`src/rtl/dma_burst_engine.sv`:
```
// dma_burst_engine: single-channel AXI4 memory-to-memory DMA master.
// Moves data as read-burst / write-burst pairs through a MAX_BURST-word buffer.

`ifndef AXI_ID_BITS
`define AXI_ID_BITS 4
`endif
`ifndef AXI_ADDR_BITS
`define AXI_ADDR_BITS 32
`endif
`ifndef AXI_LEN_BITS
`define AXI_LEN_BITS 8
`endif
`ifndef AXI_SIZE_BITS
`define AXI_SIZE_BITS 3
`endif
`ifndef AXI_BURST_BITS
`define AXI_BURST_BITS 2
`endif
`ifndef AXI_DATA_BITS
`define AXI_DATA_BITS 32
`endif
`ifndef AXI_STRB_BITS
`define AXI_STRB_BITS 4
`endif
`ifndef AXI_RESP_BITS
`define AXI_RESP_BITS 2
`endif

module dma_burst_engine #(
    parameter int MAX_BURST = 16,
    parameter int DMA_ID    = 0
) (
    input  logic                       clk,
    input  logic                       rst,
    input  logic                       DMAEN,
    input  logic [31:0]                DMASRC,
    input  logic [31:0]                DMADST,
    input  logic [31:0]                DMALEN,
    input  logic                       DMA_clr,
    output logic                       DMA_interrupt,
    output logic                       DMA_error,
    output logic                       DMA_busy,
    output logic [`AXI_ID_BITS-1:0]    M_AWID,
    output logic [`AXI_ADDR_BITS-1:0]  M_AWAddr,
    output logic [`AXI_LEN_BITS-1:0]   M_AWLen,
    output logic [`AXI_SIZE_BITS-1:0]  M_AWSize,
    output logic [`AXI_BURST_BITS-1:0] M_AWBurst,
    output logic                       M_AWValid,
    input  logic                       M_AWReady,
    output logic [`AXI_DATA_BITS-1:0]  M_WData,
    output logic [`AXI_STRB_BITS-1:0]  M_WStrb,
    output logic                       M_WLast,
    output logic                       M_WValid,
    input  logic                       M_WReady,
    input  logic [`AXI_ID_BITS-1:0]    M_BID,
    input  logic [`AXI_RESP_BITS-1:0]  M_BResp,
    input  logic                       M_BValid,
    output logic                       M_BReady,
    output logic [`AXI_ID_BITS-1:0]    M_ARID,
    output logic [`AXI_ADDR_BITS-1:0]  M_ARAddr,
    output logic [`AXI_LEN_BITS-1:0]   M_ARLen,
    output logic [`AXI_SIZE_BITS-1:0]  M_ARSize,
    output logic [`AXI_BURST_BITS-1:0] M_ARBurst,
    output logic                       M_ARValid,
    input  logic                       M_ARReady,
    input  logic [`AXI_ID_BITS-1:0]    M_RID,
    input  logic [`AXI_DATA_BITS-1:0]  M_RData,
    input  logic [`AXI_RESP_BITS-1:0]  M_RResp,
    input  logic                       M_RLast,
    input  logic                       M_RValid,
    output logic                       M_RReady
);

    localparam int IW = $clog2(MAX_BURST);
    localparam int BW = IW + 1;

    typedef enum logic [2:0] {
        IDLE, RADDR, RDATA, WADDR, WDATA, WRESP, DONE
    } state_t;

    state_t        state_q, state_d;
    logic [31:0]   src_q, src_d, dst_q, dst_d, rem_q, rem_d;
    logic [BW-1:0] blen_q, blen_d;
    logic [IW-1:0] rcnt_q, rcnt_d, wcnt_q, wcnt_d;
    logic          err_q, err_d, intr_q, intr_d, derr_q, derr_d;
    logic          arv_q, arv_d, rrdy_q, rrdy_d, awv_q, awv_d;
    logic          wv_q, wv_d, brdy_q, brdy_d, busy_q, busy_d;
    logic [31:0]   mem_q [MAX_BURST];
    logic          mem_we;
    logic          wlast;
    logic          unused_bits;

    // Largest burst that fits the remaining count, the buffer and both 4 KB pages
    function automatic logic [BW-1:0] burst_len(input logic [31:0] s,
                                                 input logic [31:0] d,
                                                 input logic [31:0] r);
        logic [31:0] m, bs, bd;
        m  = (r > 32'(MAX_BURST)) ? 32'(MAX_BURST) : r;
        bs = 32'd1024 - {22'd0, s[11:2]};
        bd = 32'd1024 - {22'd0, d[11:2]};
        if (bs < m) m = bs;
        if (bd < m) m = bd;
        return BW'(m);
    endfunction

    assign wlast = (wcnt_q == IW'(blen_q - BW'(1)));

    // Next-state, pointer, counter and sticky-flag computation
    always_comb begin
        state_d = state_q;
        src_d   = src_q;
        dst_d   = dst_q;
        rem_d   = rem_q;
        blen_d  = blen_q;
        rcnt_d  = rcnt_q;
        wcnt_d  = wcnt_q;
        err_d   = err_q;
        mem_we  = 1'b0;
        intr_d  = DMA_clr ? 1'b0 : intr_q;
        derr_d  = DMA_clr ? 1'b0 : derr_q;
        unique case (state_q)
            IDLE: begin
                if (DMAEN && !intr_q) begin
                    src_d = {DMASRC[31:2], 2'b00};
                    dst_d = {DMADST[31:2], 2'b00};
                    rem_d = DMALEN;
                    if (DMALEN == 32'd0) begin
                        state_d = DONE;
                    end else begin
                        state_d = RADDR;
                        blen_d  = burst_len(src_d, dst_d, rem_d);
                    end
                end
            end
            RADDR: if (arv_q && M_ARReady) state_d = RDATA;
            RDATA: begin
                if (rrdy_q && M_RValid) begin
                    mem_we = 1'b1;
                    rcnt_d = rcnt_q + IW'(1);
                    if (M_RResp != '0) err_d = 1'b1;
                    if (M_RLast) begin
                        rcnt_d  = '0;
                        state_d = WADDR;
                    end
                end
            end
            WADDR: if (awv_q && M_AWReady) state_d = WDATA;
            WDATA: begin
                if (wv_q && M_WReady) begin
                    wcnt_d = wcnt_q + IW'(1);
                    if (wlast) begin
                        wcnt_d  = '0;
                        state_d = WRESP;
                    end
                end
            end
            WRESP: begin
                if (brdy_q && M_BValid) begin
                    src_d = src_q + 32'({blen_q, 2'b00});
                    dst_d = dst_q + 32'({blen_q, 2'b00});
                    rem_d = rem_q - 32'(blen_q);
                    if (M_BResp != '0) err_d = 1'b1;
                    if (err_q || M_BResp != '0 || rem_d == 32'd0) begin
                        state_d = DONE;
                    end else begin
                        state_d = RADDR;
                        blen_d  = burst_len(src_d, dst_d, rem_d);
                    end
                end
            end
            DONE: begin
                intr_d  = 1'b1;
                derr_d  = err_q;
                err_d   = 1'b0;
                state_d = IDLE;
            end
            default: state_d = IDLE;
        endcase
        arv_d  = (state_d == RADDR);
        rrdy_d = (state_d == RDATA);
        awv_d  = (state_d == WADDR);
        wv_d   = (state_d == WDATA);
        brdy_d = (state_d == WRESP);
        busy_d = !(state_d == IDLE || state_d == DONE);
    end

    // FSM state, datapath registers and registered handshake outputs
    always_ff @(posedge clk or posedge rst) begin
        if (rst) begin
            state_q <= IDLE;
            src_q   <= '0;
            dst_q   <= '0;
            rem_q   <= '0;
            blen_q  <= '0;
            rcnt_q  <= '0;
            wcnt_q  <= '0;
            err_q   <= 1'b0;
            intr_q  <= 1'b0;
            derr_q  <= 1'b0;
            arv_q   <= 1'b0;
            rrdy_q  <= 1'b0;
            awv_q   <= 1'b0;
            wv_q    <= 1'b0;
            brdy_q  <= 1'b0;
            busy_q  <= 1'b0;
        end else begin
            state_q <= state_d;
            src_q   <= src_d;
            dst_q   <= dst_d;
            rem_q   <= rem_d;
            blen_q  <= blen_d;
            rcnt_q  <= rcnt_d;
            wcnt_q  <= wcnt_d;
            err_q   <= err_d;
            intr_q  <= intr_d;
            derr_q  <= derr_d;
            arv_q   <= arv_d;
            rrdy_q  <= rrdy_d;
            awv_q   <= awv_d;
            wv_q    <= wv_d;
            brdy_q  <= brdy_d;
            busy_q  <= busy_d;
        end
    end

    // Burst buffer: read beats land here, write beats drain from here
    always_ff @(posedge clk) begin
        if (mem_we) mem_q[rcnt_q] <= M_RData;
    end

    assign DMA_interrupt = intr_q;
    assign DMA_error     = derr_q;
    assign DMA_busy      = busy_q;

    assign M_ARID    = `AXI_ID_BITS'(DMA_ID);
    assign M_ARAddr  = src_q;
    assign M_ARLen   = `AXI_LEN_BITS'(blen_q - BW'(1));
    assign M_ARSize  = `AXI_SIZE_BITS'd2;
    assign M_ARBurst = `AXI_BURST_BITS'd1;
    assign M_ARValid = arv_q;
    assign M_RReady  = rrdy_q;

    assign M_AWID    = `AXI_ID_BITS'(DMA_ID);
    assign M_AWAddr  = dst_q;
    assign M_AWLen   = `AXI_LEN_BITS'(blen_q - BW'(1));
    assign M_AWSize  = `AXI_SIZE_BITS'd2;
    assign M_AWBurst = `AXI_BURST_BITS'd1;
    assign M_AWValid = awv_q;
    assign M_WData   = mem_q[wcnt_q];
    assign M_WStrb   = `AXI_STRB_BITS'hF;
    assign M_WLast   = wlast;
    assign M_WValid  = wv_q;
    assign M_BReady  = brdy_q;

    assign unused_bits = ^{DMASRC[1:0], DMADST[1:0], M_BID, M_RID};

endmodule

```
`config.mk`:
```
export PLATFORM = sky130hd
export DESIGN_NAME = dma_burst_engine
export DESIGN_NICKNAME = d
export VERILOG_FILES = /design/src/rtl/dma_burst_engine.sv
export SDC_FILE = /design/constraint.sdc
export NUM_CORES = 1
export LEC_CHECK = 0
export CAP_MARGIN = 5
export CORE_MARGIN = 3
export CORE_UTILIZATION = 35
export DETAILED_ROUTE_END_ITERATION = 12
export HOLD_SLACK_MARGIN = 0.03
export PLACE_DENSITY_LB_ADDON = 0.1
export RECOVER_POWER = 25
export SYNTH_ARGS = -nofsm -noshare
export SYNTH_HDL_FRONTEND = slang
export SYNTH_SLANG_ARGS = --single-unit
```
`constraint.sdc`:
```
create_clock -name clk -period 19.8 [get_ports clk]
set_input_delay 1.98 -clock clk [delete_from_list [all_inputs] [get_ports clk]]
set_output_delay 1.98 -clock clk [all_outputs]
set_load 0.05 [all_outputs]
```
==> metrics.md, run 1 <==
| Metric | Value |
|---|---|
| Num ports | `293` |
| Sink Count | `629` |
| # resized after CTS | `0` |
| Rows | `105` |
| Max cap viols | `0` |
| RSZ-0062 raised after global routing | `false` |
| Status | `finished, final reports clean` |
| Flop and latch count out of synthesis | `629` |
| CP Depth | `27` |
| Slew Viols, Final | `0` |
| Worst-Skew Late Latency | `0.62 ns` |
| Max stage delay on crit path | `0.69 ns` |
| Worst-path clk slew | `0.05 ns` |
| Final std cells w/o fill | `3438` |
| Fin Hold WS | `0.4858 ns` |
| Fin area | `35350 sq um` |
| Worst setup slack after layout | `11.92 ns` |
| CP dominant cell by count | `ha_1` |
| CP startpoint kind | `register` |
| DRT iter0 DRCs | `1275` |
| CTS tree | `built` |
| Met2 usage | `0.3237` |
| Worst path slowest cell | `or4_1` |
| Drt first pass iters | `7` |
| Setup Fix Bufs, Post-CTS | `0` |
| Hpwl dp | `52.34 mm` |
| Top delay family on crit path | `simple AND/OR/NAND/NOR gates` |
| Root buf cell | `clkbuf_16` |
| Area post-placement | `32920 sq um` |
| Filler cell count in the final layout | `7571` |
| Die area | `87340 sq um` |
| Largest net degree at the start of global routing | `82` |
| Final Cycle Share | `0.3979` |
| Pwr dens | `134.8 nW/um^2` |
| H-tree depth | `3` |
| RePlAce Congestion | `0.8723` |
| Grt met1 use | `0.2530` |
| Worst Hold Depth | `2` |
| Cells on worst reg2reg path | `27` |
| Syn Area/Cell | `14.26 sq um` |
| Layout Skew | `0.03191 ns` |
| Detail Route Antenna Nets | `0` |
| Clock buffer depth | `3` |
| Chip Width | `295.5 um` |
| Critical path data arrival time | `8.35 ns` |
| Leakage power figure | `11.86 nW` |
| First-pass GRT wire length | `123.4 mm` |
| Vias in the first global route | `18850` |
| Number of synthesized flops with an enable pin | `512` |
| Layout cells sized above 1 | `0.1456` |
| Top_reg_cell synth | `edfxtp_1` |
| Final setup fails | `0` |
| Die Ht | `295.5 um` |
| WL/cell | `24.50 um` |
| Setup_tns | `0 ns` |
| CP Class | `register to register` |
| Met3 Use GR | `0.02855` |
| Netlist cell types | `83` |
| Most frequent cells in the layout | `512 x edfxtp_1, 228 x clkdlybuf4s50_1, 160 x mux4_2, 150 x nand2_1, 149 x nor2_1` |
| Hold_buf cts | `0` |
| Syn-to-layout area delta | `20.47%` |
| Sequential-to-total area share from yosys stat | `0.6238` |
| GRT Residual Overflow | `0` |
| Multi-input logic area | `10340 sq um` |
| Worst min path class | `register to register` |
| Register area | `18310 sq um` |
| Synth Warn # | `0` |
| WL final | `84.23 mm` |
| Core footprint | `82500 sq um` |
| Crit. End Element | `register` |
| Via count | `18710` |
| Final nets | `2524` |
| Total track usage | `0.1910` |
| Final Hold Viols | `0` |
| Drt via density | `5.443` |
| FMAX | `0.1269 GHz` |
| Post-synth ARST share | `0.1860` |
| Critical Path RT | `20.27 ns` |
| CP max FO | `10` |
| Commonest non-fill, non-tap cell in the layout | `edfxtp_1` |
| Port Buf Inserts | `254` |
| Initial antenna violation count | `12` |
| Starting Density | `0.3556` |
| # DRC | `0` |
| Synthesized area | `29340 sq um` |
| TritonCTS buffer count | `73` |
| Rel. slew slack | `0.2571` |
| Worst slack, placed | `11.66 ns` |
| Worst Path Buf+Inv | `1` |
| Min Tclk post-route | `7.878 ns` |
| Slew @ Worst Pin | `1.114 ns` |
| Worst-case vdd ir drop | `0.0001149 V` |
| Busiest metal layer after global routing | `met2` |
| Placed Cells incl. Taps | `3301` |
| Post-Synthesis Cells | `2057` |
-- logic make-up (layout without fill, tap and decap cells) --
| family | count (synthesis) | count (layout) | share of synthesized area |
|---|---|---|---|
| simple gates | 542 | 542 | 0.08840 |
| other cells | 2 | 44 | 0.0002560 |
| fa+ha+maj | 68 | 68 | 0.02977 |
| buf+inv | 189 | 458 | 0.02955 |
| xor+xnor | 68 | 68 | 0.02030 |
| mux | 171 | 171 | 0.1269 |
| compound gates | 388 | 388 | 0.08102 |
| flops | 629 | 629 | 0.6238 |
-- stage by stage --
step                        util  power, mW
after global placement    0.3990      3.414
after CTS                 0.4282      4.807
final                     0.4284      4.765
after floorplan                -      2.915
after global routing      0.4284      5.026
after detailed placement  0.3990      3.441
-- flip-flops by register name, summed over array words and instances (netlist names), 3 cells and up --
| signal | cells |
|---|---|
| M_ARAddr | 30 |
| blen_q | 5 |
| rem_q | 32 |
| rcnt_q | 4 |
| M_AWAddr | 30 |
| wcnt_q | 4 |
| mem_q | 512 |
| state_q | 3 |
-- cell type report --
type                            instances  share of cell area
Multi-Input combinational cell       1275              0.2927
Timing Repair Buffer                  281             0.07766
Tap cell                             1070             0.03788
Clock inverter                         39             0.01317
Sequential cell                       629              0.5181
Clock buffer                           92             0.05515
Antenna cell                            6           0.0004248
Inverter                               46            0.004956
-- Yosys cell counts, types with 8 or more instances --
library cell | n | area, sq um
xnor2_1 | 46 | 402.9
buf_1 | 20 | 75.07
o22ai_1 | 24 | 150.1
clkbuf_1 | 84 | 315.3
a31oi_1 | 20 | 125.1
mux4_2 | 160 | 3603
nand3_1 | 54 | 270.3
o21ai_0 | 102 | 510.5
ha_1 | 65 | 813.3
and3_1 | 25 | 156.4
a21oi_1 | 143 | 715.7
buf_4 | 36 | 270.3
a22oi_1 | 17 | 127.6
or3_1 | 10 | 62.56
nand2_1 | 152 | 570.6
inv_1 | 45 | 168.9
nor3_1 | 39 | 195.2
nand4_1 | 16 | 100.1
and2_1 | 17 | 106.4
a21o_1 | 14 | 105.1
edfxtp_1 | 512 | 15370
dfrtp_1 | 117 | 2928
nor4_1 | 29 | 181.4
nor2b_1 | 8 | 50.05
xor2_1 | 22 | 192.7
nor2_1 | 149 | 559.3
-- worst paths after layout --
check | slack (ns) | from | to
setup / recovery | 11.92 | blen_q[0]$_DFFE_PP0P_ | blen_q[0]$_DFFE_PP0P_
max in group asynchronous | 16.40 | rst | wcnt_q[1]$_DFFE_PP0P_
hold / removal | 0.49 | rem_q[29]$_DFFE_PP0P_ | rem_q[29]$_DFFE_PP0P_
min in group asynchronous | 1.85 | rst | M_ARAddr[31]$_DFFE_PP0P_
setup reg to reg | 11.92 | blen_q[0]$_DFFE_PP0P_ | blen_q[0]$_DFFE_PP0P_
hold reg to reg | 0.49 | rem_q[29]$_DFFE_PP0P_ | rem_q[29]$_DFFE_PP0P_
-- worst min-delay path: stages (launching register included) --
cell and delay (ns):
dfrtp_1 0.34, nand2_1 0.05, o21ai_0 0.06
-- layer usage --
metal	up-vias	share of wire
li1	8460	-
met1	9606	0.43
met2	495	0.49
met3	148	0.047
met4	4	0.035
met5	-	0.00017
-- power by group --
group / leakage (nW) / switching, mW / internal, mW
clock: 1.18 / 0.550 / 0.798
sequential: 5.96 / 0.177 / 1.55
combinational: 4.72 / 1.08 / 0.612
Power figures use the tool's default switching activity.
==> run 2: changes to the inputs <==
==> constraint.sdc (replaced) <==
create_clock -name clk -period 6.4 [get_ports clk]
set_input_delay 0.64 -clock clk [delete_from_list [all_inputs] [get_ports clk]]
set_output_delay 0.64 -clock clk [all_outputs]
set_load 0.05 [all_outputs]
==> run 2 against run 1 <==
Sequential share of layout area decreased by 0.90 points. Critical endpoint unchanged. Via count increased by 1.5%. Hold slack improved by 0.010 ns. Combinational power increased to 3.6 times the previous value. Routed wire length increased by 1.9%. The run now ends with max-capacitance violations, max-slew violations left. Clock-buffer cell count increased by 4. Critical path depth increased by 5. Die area unchanged. Largest cell class unchanged. Register-to-register slack got worse by 12 ns. Clock power increased to 2.9 times the previous value. First-iteration DRC count increased by 0.24%. Global-route usage increased by 0.36 points.
==> metrics.md, run 2 (synthesis results as in run 1) <==
| Metric | Value |
|---|---|
| Status | `finished, violations left` |
| Failing checks | `max-capacitance violations, max-slew violations` |
| Sink Count | `629 (unchanged)` |
| WL final | `85.87 mm (+1.9%)` |
| Filler cell count in the final layout | `7447 (-1.6%)` |
| Worst-Skew Late Latency | `0.62 ns (about the same)` |
| # DRC | `0 (unchanged)` |
| Rel. slew slack | `-0.7092 (-0.9663)` |
| Core footprint | `82500 sq um (unchanged)` |
| Min Tclk post-route | `6.054 ns (-1.824 ns)` |
| Max cap viols | `1 (+1)` |
| Worst-case vdd ir drop | `0.0004848 V (+320%)` |
| Worst-path clk slew | `0.06 ns (about the same)` |
| Worst setup slack after layout | `0.3464 ns (-11.58 ns)` |
| Commonest non-fill, non-tap cell in the layout | `edfxtp_1` |
| Hold_buf cts | `0 (unchanged)` |
| CTS tree | `built` |
| Syn-to-layout area delta | `22.60%` |
| Clock buffer depth | `3 (unchanged)` |
| Worst slack, placed | `-0.1642 ns (-11.83 ns)` |
| Fin Hold WS | `0.4961 ns (+0.01027 ns)` |
| RePlAce Congestion | `0.8620 (-1.2%)` |
| Rows | `105 (unchanged)` |
| Leakage power figure | `12.17 nW (+2.6%)` |
| TritonCTS buffer count | `71 (-2.7%)` |
| First-pass GRT wire length | `125.7 mm (+1.8%)` |
| Via count | `18990 (+1.5%)` |
| Root buf cell | `clkbuf_16` |
| Setup_tns | `0 ns (unchanged)` |
| Max stage delay on crit path | `0.40 ns (-0.29 ns)` |
| Final setup fails | `0 (unchanged)` |
| Layout Skew | `0.04406 ns (+0.01215 ns)` |
| Biggest register | `mem_q` |
| Layout cells sized above 1 | `0.1814 (+0.03580)` |
| Top Registers | `mem_q x512, rem_q x32` |
| Slew @ Worst Pin | `2.550 ns (+1.435 ns)` |
| CP Class | `register to register` |
| WL/cell | `24.53 um (+0.14%)` |
| Drt via density | `5.427 (-0.30%)` |
| Port Buf Inserts | `254 (unchanged)` |
| Hpwl dp | `54.32 mm (+3.8%)` |
| Final Util | `0.4360 (+0.007582)` |
| Final Hold Viols | `0 (unchanged)` |
| Pwr dens | `424.2 nW/um^2 (+210%)` |
| Slew Viols, Final | `53 (+53)` |
| DRT iter0 DRCs | `1278 (+0.24%)` |
| Final nets | `2595 (+2.8%)` |
| Largest net degree at the start of global routing | `84 (+2.4%)` |
| Drt first pass iters | `5 (-2)` |
| H-tree depth | `3 (unchanged)` |
| Critical path data arrival time | `6.55 ns (-1.80 ns)` |
| Vias in the first global route | `19280 (+2.2%)` |
| Most frequent cells in the layout | `512 x edfxtp_1, 229 x clkdlybuf4s50_1, 160 x mux4_2, 147 x nor2_1, 147 x nand2_1` |
| Critical Path RT | `6.90 ns (-13.37 ns)` |
| FMAX | `0.1652 GHz (+30%)` |
| Worst min path class | `register to register` |
| CP max FO | `3 (-7)` |
| Max reg flops | `512 (unchanged)` |
| Die Ht | `295.5 um (unchanged)` |
| GRT Residual Overflow | `0 (unchanged)` |
| Starting Density | `0.3556 (unchanged)` |
| Total track usage | `0.1946 (+0.003584)` |
| Final Cycle Share | `0.9459 (+0.5480)` |
| Initial antenna violation count | `11 (-1)` |
| Detail Route Antenna Nets | `0 (unchanged)` |
| Worst path slowest cell | `or3b_4` |
| Chip Width | `295.5 um (unchanged)` |
| Num ports | `293 (unchanged)` |
| Fin area | `35970 sq um (+1.8%)` |
| CP startpoint kind | `register` |
| Die area | `87340 sq um (unchanged)` |
| Crit. End Element | `register` |
| Area post-placement | `33460 sq um (+1.7%)` |
| CP dominant cell by count | `buf_4` |
## run 2: changes by cell type in the layout (fill, tap and decap cells not counted), sizes merged, moves of 4 or more
cell / change
clkbuf: +4
clkinv: -8
bufinv: -4
buf: +73
## run 2: layout make-up
cell class / count / area (sq um) / area share
timing repair buffer: 354 / 3318 / 0.09224
antenna: 5 / 12.51 / 0.0003478
multi-input combinational: 1275 / 10560 / 0.2936
inverter: 46 / 173.9 / 0.004835
clock inverter: 25 / 291.5 / 0.008104
sequential: 629 / 18310 / 0.5091
clock buffer: 96 / 1962 / 0.05454
tap: 1070 / 1339 / 0.03722
## run 2: repair_timing
action | in CTS | in global routing
buffers inserted | 4 | 2
gates resized for setup | 9 | 34
pin swaps | 7 | 18
endpoints found under the setup margin | 5 | 5
## run 2: critical path, delay by kind of cell, from the launching register on
kind	cells	cell delay [ns]
AO/OA/AOI/OAI	13	2.19
AND/OR/NAND/NOR	9	1.73
adder cells (fa/ha/maj)	4	0.73
buffers and inverters	5	0.61
flip-flops	1	0.37
multiplexers	1	0.31
## run 2: worst paths after layout
kind,from,to,slack [ns],cells past startpoint
worst max-delay path,rem_q[0]$_DFFE_PP0P_,blen_q[0]$_DFFE_PP0P_,0.35,32
worst min-delay path,rem_q[29]$_DFFE_PP0P_,rem_q[29]$_DFFE_PP0P_,0.50,2
worst max register to register,rem_q[0]$_DFFE_PP0P_,blen_q[0]$_DFFE_PP0P_,0.35,32
worst min register to register,rem_q[29]$_DFFE_PP0P_,rem_q[29]$_DFFE_PP0P_,0.50,2
max in group asynchronous,rst,M_ARAddr[4]$_DFFE_PP0P_,3.32,3
min in group asynchronous,rst,M_ARAddr[31]$_DFFE_PP0P_,1.17,2
## run 2: metrics by stage
stage	power, mW	instances
2_1_floorplan	9.034	2093
5_1_grt	16.09	3497
3_3_place_gp	11.01	3369
4_1_cts	15.14	3494
6_report	15.26	3500
3_5_place_dp	11.09	3369
## run 2: routing by layer
metal,up-vias,GRT usage,share of wire
li1,8601,-,-
met1,9777,0.2560,0.43
met2,485,0.3349,0.50
met3,128,0.03365,0.047
met4,2,0.05014,0.024
met5,-,0,0.00015
## run 2: power breakdown
part / switching [mW] / leakage [nW] / internal, mW
logic: 3.68 / 5.11 / 2.36
clock network: 1.66 / 1.10 / 2.29
registers: 0.485 / 5.96 / 4.78
total: 5.83 / 12.2 / 9.43
